[src/rtl/up_ramcfg_nr_arb_if.sv]
// Signal bundle for up_ramcfg_nr_arb: engine read ports, CPU access port and external RAM ports.
// The slave side is the arbiter; the master side is the surrounding engines, CPU and memory.
interface up_ramcfg_nr_arb_if #(
  parameter int G_ADDR  = 10,
  parameter int G_WIDTH = 32,
  parameter int G_NENG  = 2
);
  logic [G_NENG-1:0]        eng_re;
  logic [G_NENG*G_ADDR-1:0] eng_ra;
  logic [G_NENG-1:0]        eng_gnt;
  logic [G_NENG-1:0]        eng_rvld;
  logic [G_WIDTH-1:0]       eng_rdd;
  logic                     upen;
  logic                     upws;
  logic                     uprs;
  logic [G_ADDR-1:0]        upa;
  logic [G_WIDTH-1:0]       updi;
  logic [G_WIDTH-1:0]       updo;
  logic                     uprdy;
  logic                     omemwe;
  logic [G_ADDR-1:0]        omemwa;
  logic [G_WIDTH-1:0]       omemdi;
  logic                     omemre;
  logic [G_ADDR-1:0]        omemra;
  logic [G_WIDTH-1:0]       imemdo;

  modport master (
    output eng_re, eng_ra, upen, upws, uprs, upa, updi, imemdo,
    input  eng_gnt, eng_rvld, eng_rdd, updo, uprdy,
           omemwe, omemwa, omemdi, omemre, omemra
  );

  modport slave (
    input  eng_re, eng_ra, upen, upws, uprs, upa, updi, imemdo,
    output eng_gnt, eng_rvld, eng_rdd, updo, uprdy,
           omemwe, omemwa, omemdi, omemre, omemra
  );
endinterface

[src/rtl/up_ramcfg_nr_arb.sv]
// Shared RAM read arbiter: fixed-priority engine ports plus a CPU port with write bypass.
// Optional CPU starvation guard compiled in by `define UP_RAMCFG_STARVE_GUARD_EN.
module up_ramcfg_nr_arb #(
  parameter int G_ADDR   = 10,
  parameter int G_WIDTH  = 32,
  parameter int G_NENG   = 2,
  parameter int G_RDLAT  = 3,
  parameter int G_STARVE = 8
) (
  input logic               clk,
  input logic               rst,
  up_ramcfg_nr_arb_if.slave bus
);
  // state  | meaning
  // S_IDLE | no CPU read outstanding
  // S_PEND | CPU read strobed, still waiting for a memory read slot
  typedef enum logic {S_IDLE, S_PEND} state_t;

  localparam int L = G_RDLAT - 1;

  state_t             state_q, state_d;
  logic               cpu_wr, cpu_rd, cpu_srv, force_cpu;
  logic               any_re, eng_iss, issue, byp;
  logic [1:0]         gnt_idx;
  logic [G_NENG-1:0]  gnt_oh, rvld;
  logic [G_ADDR-1:0]  gnt_addr, rd_addr;

  logic [G_RDLAT-1:0] p_eng, p_cpu, p_byp;
  logic [1:0]         p_idx [G_RDLAT];
  logic [G_WIDTH-1:0] p_dat [G_RDLAT];
  logic               out_eng, out_cpu;
  logic [G_WIDTH-1:0] rd_src;

  assign cpu_wr = bus.upen & bus.upws;
  assign cpu_rd = bus.upen & (bus.uprs | (state_q == S_PEND));

`ifdef UP_RAMCFG_STARVE_GUARD_EN
  logic [7:0] starve_q;

  assign force_cpu = cpu_rd && (starve_q >= 8'(G_STARVE));

  always_ff @(posedge clk) begin
    if (rst)                    starve_q <= '0;
    else if (cpu_rd && !cpu_srv) starve_q <= (starve_q == 8'hFF) ? starve_q : starve_q + 8'd1;
    else                        starve_q <= '0;
  end
`else
  assign force_cpu = 1'b0;
`endif

  // descending scan so the lowest requesting index is the last one written
  always_comb begin
    gnt_oh   = '0;
    gnt_idx  = '0;
    gnt_addr = '0;
    any_re   = 1'b0;
    for (int i = G_NENG - 1; i >= 0; i--) begin
      if (bus.eng_re[i]) begin
        gnt_oh    = '0;
        gnt_oh[i] = 1'b1;
        gnt_idx   = 2'(i);
        gnt_addr  = bus.eng_ra[i*G_ADDR +: G_ADDR];
        any_re    = 1'b1;
      end
    end
  end

  assign eng_iss = any_re && !force_cpu;
  assign cpu_srv = cpu_rd && (force_cpu || !any_re || (gnt_addr == bus.upa));
  assign issue   = eng_iss || cpu_srv;
  assign rd_addr = eng_iss ? gnt_addr : bus.upa;
  assign byp     = issue && cpu_wr && (rd_addr == bus.upa);

  always_ff @(posedge clk) begin
    if (rst) state_q <= S_IDLE;
    else     state_q <= state_d;
  end

  always_comb begin
    state_d = state_q;
    case (state_q)
      S_IDLE:  if (cpu_rd && !cpu_srv) state_d = S_PEND;
      S_PEND:  if (!cpu_rd || cpu_srv) state_d = S_IDLE;
      default: state_d = S_IDLE;
    endcase
  end

  // stage 0 is loaded in the issue cycle; stage L lines up with imemdo
  always_ff @(posedge clk) begin
    if (rst) begin
      p_eng <= '0;
      p_cpu <= '0;
      p_byp <= '0;
      for (int i = 0; i < G_RDLAT; i++) begin
        p_idx[i] <= '0;
        p_dat[i] <= '0;
      end
    end else begin
      p_eng[0] <= eng_iss;
      p_cpu[0] <= cpu_srv || cpu_wr;
      p_byp[0] <= byp;
      p_idx[0] <= gnt_idx;
      p_dat[0] <= byp ? bus.updi : '0;
      for (int i = 1; i < G_RDLAT; i++) begin
        p_eng[i] <= p_eng[i-1];
        p_cpu[i] <= p_cpu[i-1];
        p_byp[i] <= p_byp[i-1];
        p_idx[i] <= p_idx[i-1];
        p_dat[i] <= p_dat[i-1];
      end
    end
  end

  assign out_eng = p_eng[L] & ~rst;
  assign out_cpu = p_cpu[L] & ~rst;
  assign rd_src  = p_byp[L] ? p_dat[L] : bus.imemdo;

  always_comb begin
    rvld = '0;
    for (int i = 0; i < G_NENG; i++) begin
      if (out_eng && (p_idx[L] == 2'(i))) rvld[i] = 1'b1;
    end
  end

  assign bus.eng_gnt  = (rst || force_cpu) ? '0 : gnt_oh;
  assign bus.eng_rvld = rvld;
  assign bus.eng_rdd  = (out_eng || out_cpu) ? rd_src : '0;
  assign bus.updo     = out_cpu ? rd_src : '0;
  assign bus.uprdy    = out_cpu;
  assign bus.omemwe   = cpu_wr & ~rst;
  assign bus.omemwa   = bus.upa;
  assign bus.omemdi   = bus.updi;
  assign bus.omemre   = issue & ~byp & ~rst;
  assign bus.omemra   = rd_addr;
endmodule
[src/flat_wrapper.sv]
// flat-port wrapper written by rule: the top's interface ports become plain ports
module up_ramcfg_nr_arb_flat 
#(
  parameter int G_ADDR   = 10,
  parameter int G_WIDTH  = 32,
  parameter int G_NENG   = 2,
  parameter int G_RDLAT  = 3,
  parameter int G_STARVE = 8
)
  (clk, rst, bus_eng_re, bus_eng_ra, bus_upen, bus_upws, bus_uprs, bus_upa, bus_updi, bus_imemdo, bus_eng_gnt, bus_eng_rvld, bus_eng_rdd, bus_updo, bus_uprdy, bus_omemwe, bus_omemwa, bus_omemdi, bus_omemre, bus_omemra);
  up_ramcfg_nr_arb_if #(.G_ADDR(G_ADDR), .G_WIDTH(G_WIDTH), .G_NENG(G_NENG)) bus_i ();
  input logic clk;
  input logic rst;
  input wire logic [$bits(bus_i.eng_re)-1:0] bus_eng_re;
  input wire logic [$bits(bus_i.eng_ra)-1:0] bus_eng_ra;
  input wire logic [$bits(bus_i.upen)-1:0] bus_upen;
  input wire logic [$bits(bus_i.upws)-1:0] bus_upws;
  input wire logic [$bits(bus_i.uprs)-1:0] bus_uprs;
  input wire logic [$bits(bus_i.upa)-1:0] bus_upa;
  input wire logic [$bits(bus_i.updi)-1:0] bus_updi;
  input wire logic [$bits(bus_i.imemdo)-1:0] bus_imemdo;
  output wire logic [$bits(bus_i.eng_gnt)-1:0] bus_eng_gnt;
  output wire logic [$bits(bus_i.eng_rvld)-1:0] bus_eng_rvld;
  output wire logic [$bits(bus_i.eng_rdd)-1:0] bus_eng_rdd;
  output wire logic [$bits(bus_i.updo)-1:0] bus_updo;
  output wire logic [$bits(bus_i.uprdy)-1:0] bus_uprdy;
  output wire logic [$bits(bus_i.omemwe)-1:0] bus_omemwe;
  output wire logic [$bits(bus_i.omemwa)-1:0] bus_omemwa;
  output wire logic [$bits(bus_i.omemdi)-1:0] bus_omemdi;
  output wire logic [$bits(bus_i.omemre)-1:0] bus_omemre;
  output wire logic [$bits(bus_i.omemra)-1:0] bus_omemra;
  assign bus_i.eng_re = bus_eng_re;
  assign bus_i.eng_ra = bus_eng_ra;
  assign bus_i.upen = bus_upen;
  assign bus_i.upws = bus_upws;
  assign bus_i.uprs = bus_uprs;
  assign bus_i.upa = bus_upa;
  assign bus_i.updi = bus_updi;
  assign bus_i.imemdo = bus_imemdo;
  assign bus_eng_gnt = bus_i.eng_gnt;
  assign bus_eng_rvld = bus_i.eng_rvld;
  assign bus_eng_rdd = bus_i.eng_rdd;
  assign bus_updo = bus_i.updo;
  assign bus_uprdy = bus_i.uprdy;
  assign bus_omemwe = bus_i.omemwe;
  assign bus_omemwa = bus_i.omemwa;
  assign bus_omemdi = bus_i.omemdi;
  assign bus_omemre = bus_i.omemre;
  assign bus_omemra = bus_i.omemra;
  up_ramcfg_nr_arb #(.G_ADDR(G_ADDR), .G_WIDTH(G_WIDTH), .G_NENG(G_NENG), .G_RDLAT(G_RDLAT), .G_STARVE(G_STARVE)) u_core (.clk(clk), .rst(rst), .bus(bus_i));
endmodule
[config.mk]
export PLATFORM = sky130hd
export DESIGN_NAME = up_ramcfg_nr_arb_flat
export DESIGN_NICKNAME = d
export VERILOG_FILES = /design/src/rtl/up_ramcfg_nr_arb_if.sv /design/src/rtl/up_ramcfg_nr_arb.sv /design/src/flat_wrapper.sv
export SDC_FILE = /design/constraint.sdc
export NUM_CORES = 1
export LEC_CHECK = 0
export ABC_CLOCK_PERIOD_IN_PS = 3000
export BUFFER_PORTS_ARGS = -buffer_cell sky130_fd_sc_hd__buf_2
export CORE_MARGIN = 4
export CORE_UTILIZATION = 47
export CTS_CLUSTER_DIAMETER = 40
export DETAILED_ROUTE_END_ITERATION = 6
export HOLD_SLACK_MARGIN = 0.12
export PLACE_DENSITY = 0.81
export SYNTH_ARGS = -nofsm -noshare
export SYNTH_HDL_FRONTEND = slang
export SYNTH_SLANG_ARGS = --single-unit
[constraint.sdc]
create_clock -name clk -period 3 [get_ports clk]
set_input_delay 0.9 -clock clk [delete_from_list [all_inputs] [get_ports clk]]
set_output_delay 0.9 -clock clk [all_outputs]
set_load 0.03 [all_outputs]
==> results of run 1 <==
-- logic make-up after synthesis --
family,share of synthesized area (%)
AND/OR/NAND/NOR,29.2
flip-flops,45.3
buffers and inverters,10.6
multiplexers,8.73
AO/OA/AOI/OAI,6.16
-- metal layers --
| metal | up-vias | wire length [µm] | global-route usage (%) | part of all wire, % |
|---|---|---|---|---|
| li1 | 2025 | - | - | - |
| met1 | 1772 | 4360 | 19.8 | 41 |
| met2 | 145 | 5450 | 31.2 | 51 |
| met3 | 9 | 808 | 3.08 | 7.5 |
| met4 | 0 | 119 | 5.43 | 1.1 |
| met5 | - | 0 | 0 | 0 |
-- cell usage in the layout (no fill, tap or decap), types with 2 or more instances in the layout --
cell type	Yosys	layout
clkinv_8	0	2
a21oi_1	10	8
nand2_1	46	46
nor2_2	29	30
a21oi_2	0	2
nand3b_1	8	8
a21o_1	2	2
nor3_1	2	2
and3_4	2	2
buf_6	7	2
dfxtp_1	109	108
nor2_1	71	70
buf_16	0	3
clkbuf_8	0	9
o21ai_1	0	9
nor3b_1	3	2
buf_12	0	3
buf_4	44	29
mux2i_1	42	42
a211oi_2	5	7
nor2b_1	73	73
and3_1	7	7
nor4_4	2	2
o21ai_0	12	3
and4b_1	6	6
inv_8	0	2
and4b_2	2	2
buf_2	1	220
-- what timing repair did --
action	in CTS	in global routing
gates cloned	3	0
endpoints found under the setup margin	1	1
pin swaps	9	1
buffers inserted	4	1
gates resized for setup	17	1
-- where the power goes --
part           switching [mW]  internal [mW]  leakage (nW)  total (mW)
logic                   0.295          0.189          1.90       0.485
clock network           0.521          0.332        0.0994       0.853
registers             0.00217           1.45         0.880        1.46
total                   0.818           1.98          2.88        2.79
-- final cells by class --
type / count / area share (%)
Sequential cell: 109 / 35.1
Multi-Input combinational cell: 335 / 34.8
Timing Repair Buffer: 258 / 24.1
Tap cell: 133 / 2.67
Clock buffer: 9 / 1.99
Clock inverter: 7 / 1.29
Inverter: 1 / 0.0603
-- through the flow --
stage	setup WS, ns	instance area [µm²]	TNS, ns	instances	hold slack, ns
final	-0.124	6220	-0.124	852	0.434
after global routing	-0.171	6220	-0.171	852	0.459
after CTS	-0.0992	6210	-0.0992	851	0.440
after detailed placement	-0.333	5850	-0.333	828	0.420
after global placement	-0.269	5850	-0.269	828	0.415
after floorplan	-0.00345	4840	-0.00345	522	0.414
-- worst reg2reg max path, stage by stage (launching register included) --
cell and delay (ns):
dfxtp_1 0.32, o21ai_0 0.22, buf_4 0.16, nor3_1 0.06, a41oi_4 0.24, buf_4 0.26, nor2_1 0.07
-- sequential cells by signal, summed over array words and instances (netlist names) --
signal	cells
u_core.p_dat	96
u_core.p_byp	3
u_core.p_cpu	3
u_core.p_eng	3
u_core.p_idx	3
u_core.state_q	1
-- worst paths after layout --
check                            startpoint                        endpoint  slack, ns  cells after the start
min          u_core.p_dat[0][21]$_SDFF_PP0_  u_core.p_dat[0][53]$_SDFF_PP0_       0.43                      1
max reg2reg       u_core.state_q$_SDFF_PP0_  u_core.p_dat[0][31]$_SDFF_PP0_       1.58                      6
min reg2reg  u_core.p_dat[0][21]$_SDFF_PP0_  u_core.p_dat[0][53]$_SDFF_PP0_       0.43                      1
max                           bus_eng_re[0]                      bus_omemre      -0.12                      7
==> flow_metrics.env, run 1 <==
export IMPL_status="finished, violations left"
export IMPL_violations="negative setup slack"
export IMPL_min_period_over_period_pct=104
export IMPL_synthesis_area_mm2=0.00482
export IMPL_grt_first_pass_wirelength_um=16200
export IMPL_num_vias=3951
export IMPL_firstDrtPassIters=4
export IMPL_drtAntennaViolNets=0
export IMPL_setup_ws_ns=-0.124
export IMPL_netlist_instances=522
export IMPL_clock_skew_ns=0.0103
export IMPL_initial_core_util_pct=48.8
export IMPL_synth_area_leaders="dfxtp_1 (45%), nor2b_1 (9.5%), mux2i_1 (8.7%)"
export IMPL_grt_pass1_vias=3612
export IMPL_critical_path_top_delay_family="compound AO/OA/AOI/OAI gates"
export IMPL_crit_buf_inv=3
export IMPL_tightestPinTransition_ns=0.532
export IMPL_placementRows=36
export IMPL_ys_ff_latch=109
export IMPL_fin_crit_ns=3.12
export IMPL_ys_types=35
export IMPL_setup_viol=1
export IMPL_cts_tree="built"
export IMPL_clockRootBuffer="clkbuf_8"
export IMPL_gp_congestion=0.818
export IMPL_fin_util_pct=63.1
export IMPL_cp_arrival_ns=2.22
export IMPL_max_cap_viol_count=0
export IMPL_routedWlPerCell_um=12.6
export IMPL_clk_pin_slew_worst_paths_ns=0.10
export IMPL_grt_antenna_before_repair=0
export IMPL_crit_chain="buf_12 -> buf_16 -> and4b_1 -> a211oi_2 -> a2111oi_4 -> a31oi_4 -> buf_6"
export IMPL_die_w_um=109
export IMPL_synth_edf_count=0
export IMPL_rsz0062_at_grt="yes"
export IMPL_grt_use_total_pct=17.0
export IMPL_critPathKind="in2out"
export IMPL_drt_total_wl_um=10700
export IMPL_yosysSeqAreaShare_pct=45.3
export IMPL_cp_start_kind="primary input"
export IMPL_crit_required_ns=2.10
export IMPL_synth_nets=623
export IMPL_ctsHoldBuffers=0
export IMPL_io_buffers=223
export IMPL_ios=224
export IMPL_viasPerCell=4.64
export IMPL_cp_slowest_cell="a2111oi_4"
export IMPL_layout_drive_gt1_share_pct=45.5
export IMPL_synth_most_common_cell="dfxtp_1"
export IMPL_hold_viol=0
export IMPL_slowest_delay_ns=0.43
export IMPL_synth_top_area_share_pct=45.3
export IMPL_dieArea_mm2=0.0119
export IMPL_die_h_um=109
export IMPL_powerDensity_mw_per_mm2=449
export IMPL_leakagePower_nw=2.88
export IMPL_htreeDepth=3
export IMPL_hp_class="reg2reg"
export IMPL_async_reset_ff_share_pct=0
export IMPL_grt_max_degree=42
export IMPL_nFillCells=807
export IMPL_crit_path_max_fanout=9
export IMPL_cts_inserted_buffers=9
export IMPL_relSlewSlack_pct=64.6
export IMPL_totalPowerFinal_mw=2.79
export IMPL_postSynthAreaPerCell_um2=9.23
export IMPL_ys_top_cells_by_count="dfxtp_1 (109), nor2b_1 (73), nor2_1 (71)"
export IMPL_multi_input_area_mm2=0.00217
export IMPL_drc=0
export IMPL_cts_max_path_buffers=2
export IMPL_fmax_mhz=320
export IMPL_drt_iter0_drc=155
export IMPL_slew_violations=0
export IMPL_ys_flop_type="dfxtp_1"
export IMPL_area_growth_synth_to_final_pct=29.2
export IMPL_ys_warnings_count=0
export IMPL_cp_end_kind="primary output"
export IMPL_ir_drop_mv=0.319
export IMPL_yosysTopAreaCell="dfxtp_1"
export IMPL_dpl_hpwl_um=8080
export IMPL_cts_sinks=109
export IMPL_overflow=0
export IMPL_clk_latency_ns=0.35
export IMPL_nNetsFinal=815
export IMPL_coreArea_mm2=0.00986
export IMPL_num_antenna_cells=0
export IMPL_seq_area_mm2=0.00218
No activity file was read; power rests on OpenSTA's default activity.
==> run 2: changes to the inputs <==
- ABC_CLOCK_PERIOD_IN_PS: 3000 -> 3980
- CORE_UTILIZATION: 47 -> 50
- PLACE_DENSITY: 0.81 -> 0.85
- clock period: 3 -> 3.98 ns (I/O delays scaled with it)
==> flow_metrics.env, run 2 (same netlist as run 1, synthesis figures left out) <==
export IMPL_fin_crit_ns=3.82
export IMPL_powerDensity_mw_per_mm2=362
export IMPL_initial_core_util_pct=51.6
export IMPL_setup_viol=0
export IMPL_layout_common_cells="buf_2 (221), dfxtp_1 (108), nor2b_1 (73)"
export IMPL_grt_antenna_before_repair=0
export IMPL_cts_tree="built"
export IMPL_clockRootBuffer="clkbuf_8"
export IMPL_firstDrtPassIters=4
export IMPL_fmax_mhz=262
export IMPL_totalPowerFinal_mw=2.17
export IMPL_fin_util_pct=64.1
export IMPL_overflow=0
export IMPL_dieArea_mm2=0.0113
export IMPL_setup_ws_ns=0.158
export IMPL_grt_max_degree=44
export IMPL_cp_end_kind="primary output"
export IMPL_ir_drop_mv=0.198
export IMPL_grt_busiest_layer="met2"
export IMPL_status="finished clean"
export IMPL_drc=0
export IMPL_r2r_cells=5
export IMPL_num_antenna_cells=0
export IMPL_cp_start_kind="primary input"
export IMPL_gp_congestion=0.867
export IMPL_num_vias=3894
export IMPL_post_cts_setup_buffers=0
export IMPL_die_h_um=106
export IMPL_grt_use_met2_pct=33.4
export IMPL_rsz0062_at_grt="no"
export IMPL_routedWlPerCell_um=12.7
export IMPL_cts_inserted_buffers=9
export IMPL_dpl_hpwl_um=8210
export IMPL_layout_drive_gt1_share_pct=43.4
export IMPL_clock_skew_ns=0.0108
export IMPL_met1_usage_pct=21.6
export IMPL_grt_pass1_vias=3736
export IMPL_die_w_um=106
export IMPL_placementRows=35
export IMPL_r2r_setup_slack_ns=2.40
export IMPL_grt_first_pass_wirelength_um=17100
export IMPL_tightestPinTransition_ns=1.30
export IMPL_min_period_over_period_pct=96.0
export IMPL_drtAntennaViolNets=0
export IMPL_slew_violations=0
export IMPL_mostFrequentLayoutCell="buf_2"
export IMPL_coreArea_mm2=0.00933
export IMPL_rr_startpoint="u_core.state_q$_SDFF_PP0_"
export IMPL_hold_depth=1
export IMPL_hold_viol=0
export IMPL_min_from="u_core.p_dat[0][20]$_SDFF_PP0_"
export IMPL_totalNegativeSetupSlack_ns=0
export IMPL_max_cap_viol_count=0
export IMPL_hp_class="reg2reg"
export IMPL_clk_pin_slew_worst_paths_ns=0.09
export IMPL_ios=224
export IMPL_area_growth_synth_to_final_pct=24.2
export IMPL_relSlewSlack_pct=13.0
export IMPL_min_to="u_core.p_dat[0][52]$_SDFF_PP0_"
export IMPL_worstReg2RegEnd="u_core.p_dat[0][0]$_SDFF_PP0_"
export IMPL_pre_cts_slack_ns=-0.0447
export IMPL_regMostFlops="u_core.p_dat"
export IMPL_cp_arrival_ns=2.63
export IMPL_grt_use_total_pct=18.4
export IMPL_clk_latency_ns=0.35
export IMPL_htreeDepth=3
export IMPL_place_inst=815
export IMPL_cts_max_path_buffers=2
export IMPL_critPathKind="in2out"
export IMPL_layoutNonFillerInstCount=831
export IMPL_drt_total_wl_um=10600
export IMPL_nNetsFinal=798
export IMPL_leakagePower_nw=2.77
export IMPL_viasPerCell=4.69
export IMPL_crit_path_max_fanout=26
export IMPL_cts_sinks=109
export IMPL_io_buffers=223
export IMPL_drt_iter0_drc=193
export IMPL_crit_required_ns=2.79
export IMPL_use_met3_pct=4.31
export IMPL_largest_reg_flops=96
==> run 2: worst max path at each step <==
stage / startpoint / end / depth (start not counted)
after global placement: bus_eng_re[0] / bus_omemre / 8
after CTS: bus_eng_re[0] / bus_omemre / 8
after floorplan: bus_eng_re[0] / bus_omemre / 7
after global routing: bus_eng_re[1] / bus_omemre / 7
final: bus_eng_re[1] / bus_omemre / 7
after detailed placement: bus_eng_re[0] / bus_omemre / 8
==> run 2: routing by layer <==
layer  vias to the layer above  part of all wire, %  wire length, µm
li1                       1994                    -                -
met5                         -                    0                0
met3                        10                  7.8              822
met1                      1718                   42             4400
met2                       172                   49             5230
met4                         0                  1.3              133
==> run 2: power by group <==
part           internal, mW  switching, mW  leakage (nW)  total (mW)
Clock                 0.370          0.368         0.119       0.737
Sequential             1.10        0.00199         0.880        1.10
Combinational         0.119          0.213          1.77       0.332
Total                  1.58          0.583          2.77        2.17
==> run 2: layout make-up <==
cell class,instances,area [µm²]
clock inverters,7,114
inverters,1,3.75
multi-input cells,335,2130
fillers,796,3350
well taps,129,161
repair buffers,241,1260
clock buffers,9,124
flip-flops and latches,109,2180
==> run 2: metrics by stage <==
stage | hold slack (ns) | area (µm²)
CTS | 0.443 | 5970
finish | 0.441 | 5980
detailed placement | 0.420 | 5730
global placement | 0.416 | 5730
global route | 0.458 | 5980
floorplan | 0.414 | 4820
==> run 2: what timing repair did <==
| item | 4_1_cts | 5_1_grt |
|---|---|---|
| pin swaps | 0 | 0 |
| setup endpoints to repair | 1 | 1 |
| resized for setup | 2 | 2 |
| hold buffers | 0 | 0 |
==> run 2: critical path, cell delays in order <==
cell and delay, ns:
buf_4 0.26, buf_4 0.20, nand3b_1 0.08, a211oi_1 0.35
a2111oi_4 0.11, a31oi_1 0.20, buf_2 0.23
==> run 3: changes to the inputs <==
- ABC_CLOCK_PERIOD_IN_PS: 3980 -> 4550
- PLACE_DENSITY: 0.85 -> 0.95
- clock period: 3.98 -> 4.55 ns (I/O delays scaled with it)
==> flow_metrics.env, run 3 (same netlist as run 1, synthesis figures left out) <==
export IMPL_area_growth_synth_to_final_pct=22.0
export IMPL_overflow=0
export IMPL_ios=224
export IMPL_fin_crit_ns=4.46
export IMPL_swShare_pct=29.4
export IMPL_cts_max_path_buffers=2
export IMPL_drc=0
export IMPL_regMostFlops="u_core.p_dat"
export IMPL_setup_viol=0
export IMPL_dieArea_mm2=0.0113
export IMPL_hold_viol=0
export IMPL_rsz0062_at_grt="no"
export IMPL_grt_pass1_vias=3905
export IMPL_drt_total_wl_um=11300
export IMPL_r2r_setup_slack_ns=2.66
export IMPL_r2r_cells=5
export IMPL_critPathKind="in2out"
export IMPL_nNetsFinal=789
export IMPL_mostFrequentLayoutCell="buf_2"
export IMPL_grt_antenna_before_repair=0
export IMPL_die_w_um=106
export IMPL_pre_cts_slack_ns=0.0772
export IMPL_relSlewSlack_pct=12.2
export IMPL_combPwrFrac_pct=16.0
export IMPL_rr_startpoint="u_core.state_q$_SDFF_PP0_"
export IMPL_num_vias=4015
export IMPL_num_antenna_cells=0
export IMPL_dpl_hpwl_um=8720
export IMPL_crit_required_ns=3.18
export IMPL_drt_iter0_drc=168
export IMPL_layout_common_cells="buf_2 (221), dfxtp_1 (108), nor2b_1 (73)"
export IMPL_initial_core_util_pct=51.6
export IMPL_ir_drop_mv=0.178
export IMPL_cp_start_kind="primary input"
export IMPL_p_int_mw=1.28
export IMPL_cts_tree="built"
export IMPL_tightestPinTransition_ns=1.32
export IMPL_largest_reg_flops=96
export IMPL_p_seq_share_pct=53.2
export IMPL_crit_path_start="bus_eng_re[0]"
export IMPL_clockRootBuffer="clkbuf_8"
export IMPL_setup_ws_ns=0.0943
export IMPL_min_period_over_period_pct=97.9
export IMPL_grt_first_pass_wirelength_um=17900
export IMPL_hp_class="reg2reg"
export IMPL_worstReg2RegEnd="u_core.p_dat[0][24]$_SDFF_PP0_"
export IMPL_die_h_um=106
export IMPL_viasPerCell=4.88
export IMPL_htreeDepth=3
export IMPL_cts_sinks=109
export IMPL_status="finished clean"
export IMPL_grt_max_degree=44
export IMPL_totalNegativeSetupSlack_ns=0
export IMPL_power_switching_mw=0.532
export IMPL_io_buffers=223
export IMPL_ctsHoldBuffers=0
export IMPL_clock_skew_ns=0.0122
export IMPL_cp_end_kind="primary output"
export IMPL_cts_inserted_buffers=9
export IMPL_coreArea_mm2=0.00933
export IMPL_grt_use_total_pct=19.4
export IMPL_gp_congestion=0.890
export IMPL_clk_latency_ns=0.36
export IMPL_cp_arrival_ns=3.09
export IMPL_routedWlPerCell_um=13.7
export IMPL_nFillCells=798
export IMPL_critical_path_endpoint="bus_omemre"
export IMPL_layout_drive_gt1_share_pct=42.6
export IMPL_fmax_mhz=224
export IMPL_max_cap_viol_count=0
export IMPL_leakagePower_nw=2.70
export IMPL_clk_pin_slew_worst_paths_ns=0.11
export IMPL_drtAntennaViolNets=0
export IMPL_powerDensity_mw_per_mm2=308
export IMPL_placementRows=35
export IMPL_slew_violations=0
export IMPL_firstDrtPassIters=4
export IMPL_crit_path_max_fanout=43
export IMPL_p_clk_share_pct=30.9
==> run 3: cell count changes in the layout (fill, tap and decap cells not counted), sizes merged <==
| cell | delta |
|---|---|
| buf | -11 |
| inv | +1 |
| bufinv | -2 |
| clkbuf | +2 |
| clkinv | -1 |
| clkinvlp | +2 |
==> run 3: per-stage QoR <==
step                power (mW)  hold slack (ns)  utilization, %  std cells  area, µm²
detailed placement        1.27            0.420            60.8        806       5670
floorplan                 1.19            0.414               -        522       4820
global placement          1.26            0.416            60.8        806       5670
CTS                       1.83            0.437            62.9        822       5870
finish                    1.81            0.429            63.0        822       5880
global route              1.89            0.453            63.0        822       5880
==> run 3: worst max-delay path, cell delays in order <==
cell and delay, ns:
clkbuf_4 0.27, buf_4 0.24, a21oi_1 0.15, o21ai_0 0.17, a2111oi_4 0.50, a31oi_1 0.17, buf_2 0.21
==> run 3: layout make-up <==
type	instances	area, µm²	share of cell area [%]
inverter	1	3.75	0.0639
clock inverter	7	73.8	1.26
timing repair buffer	232	1200	20.4
multi-input combinational	335	2130	36.2
sequential	109	2180	37.2
clock buffer	9	124	2.11
tap	129	161	2.75
==> run 3: worst min-delay path by stage <==
| stage | from | end | slack (ns) | depth (start not counted) |
|---|---|---|---|---|
| 2_1_floorplan | u_core.p_byp[0]$_SDFF_PP0_ | u_core.p_byp[1]$_SDFF_PP0_ | 0.41 | 1 |
| 3_3_place_gp | u_core.p_cpu[0]$_SDFF_PP0_ | u_core.p_cpu[1]$_SDFF_PP0_ | 0.42 | 1 |
| 3_5_place_dp | u_core.p_dat[0][46]$_SDFF_PP0_ | u_core.p_dat[0][78]$_SDFF_PP0_ | 0.42 | 1 |
| 4_1_cts | u_core.p_dat[0][12]$_SDFF_PP0_ | u_core.p_dat[0][44]$_SDFF_PP0_ | 0.44 | 1 |
| 5_1_grt | u_core.p_dat[0][12]$_SDFF_PP0_ | u_core.p_dat[0][44]$_SDFF_PP0_ | 0.45 | 1 |
| 6_report | u_core.p_dat[0][12]$_SDFF_PP0_ | u_core.p_dat[0][44]$_SDFF_PP0_ | 0.43 | 1 |
==> run 3: routing by layer <==
layer  track usage (%)  share of wire (%)  up-vias
li1                  -                  -     1984
met1              21.2                 39     1811
met2              36.2                 51      199
met3              4.92                8.0       21
met4              6.29                2.0        0
met5                 0                  0        -
==> run 3: what timing repair did <==
| action | in CTS | in global routing |
|---|---|---|
| hold endpoints to repair | 0 | 0 |
| endpoints found under the setup margin | 0 | 1 |
| buffers inserted | 0 | 0 |
| resized for setup | 0 | 2 |
==> run 3: power by group through the flow <==
stage / Sequential [mW] / Combinational, mW / Clock, mW
after floorplan: 0.982 / 0.208 / 0
after global placement: 0.983 / 0.278 / 0
after detailed placement: 0.983 / 0.287 / 0
after CTS: 0.961 / 0.288 / 0.576
after global routing: 0.962 / 0.309 / 0.614
final: 0.961 / 0.289 / 0.558
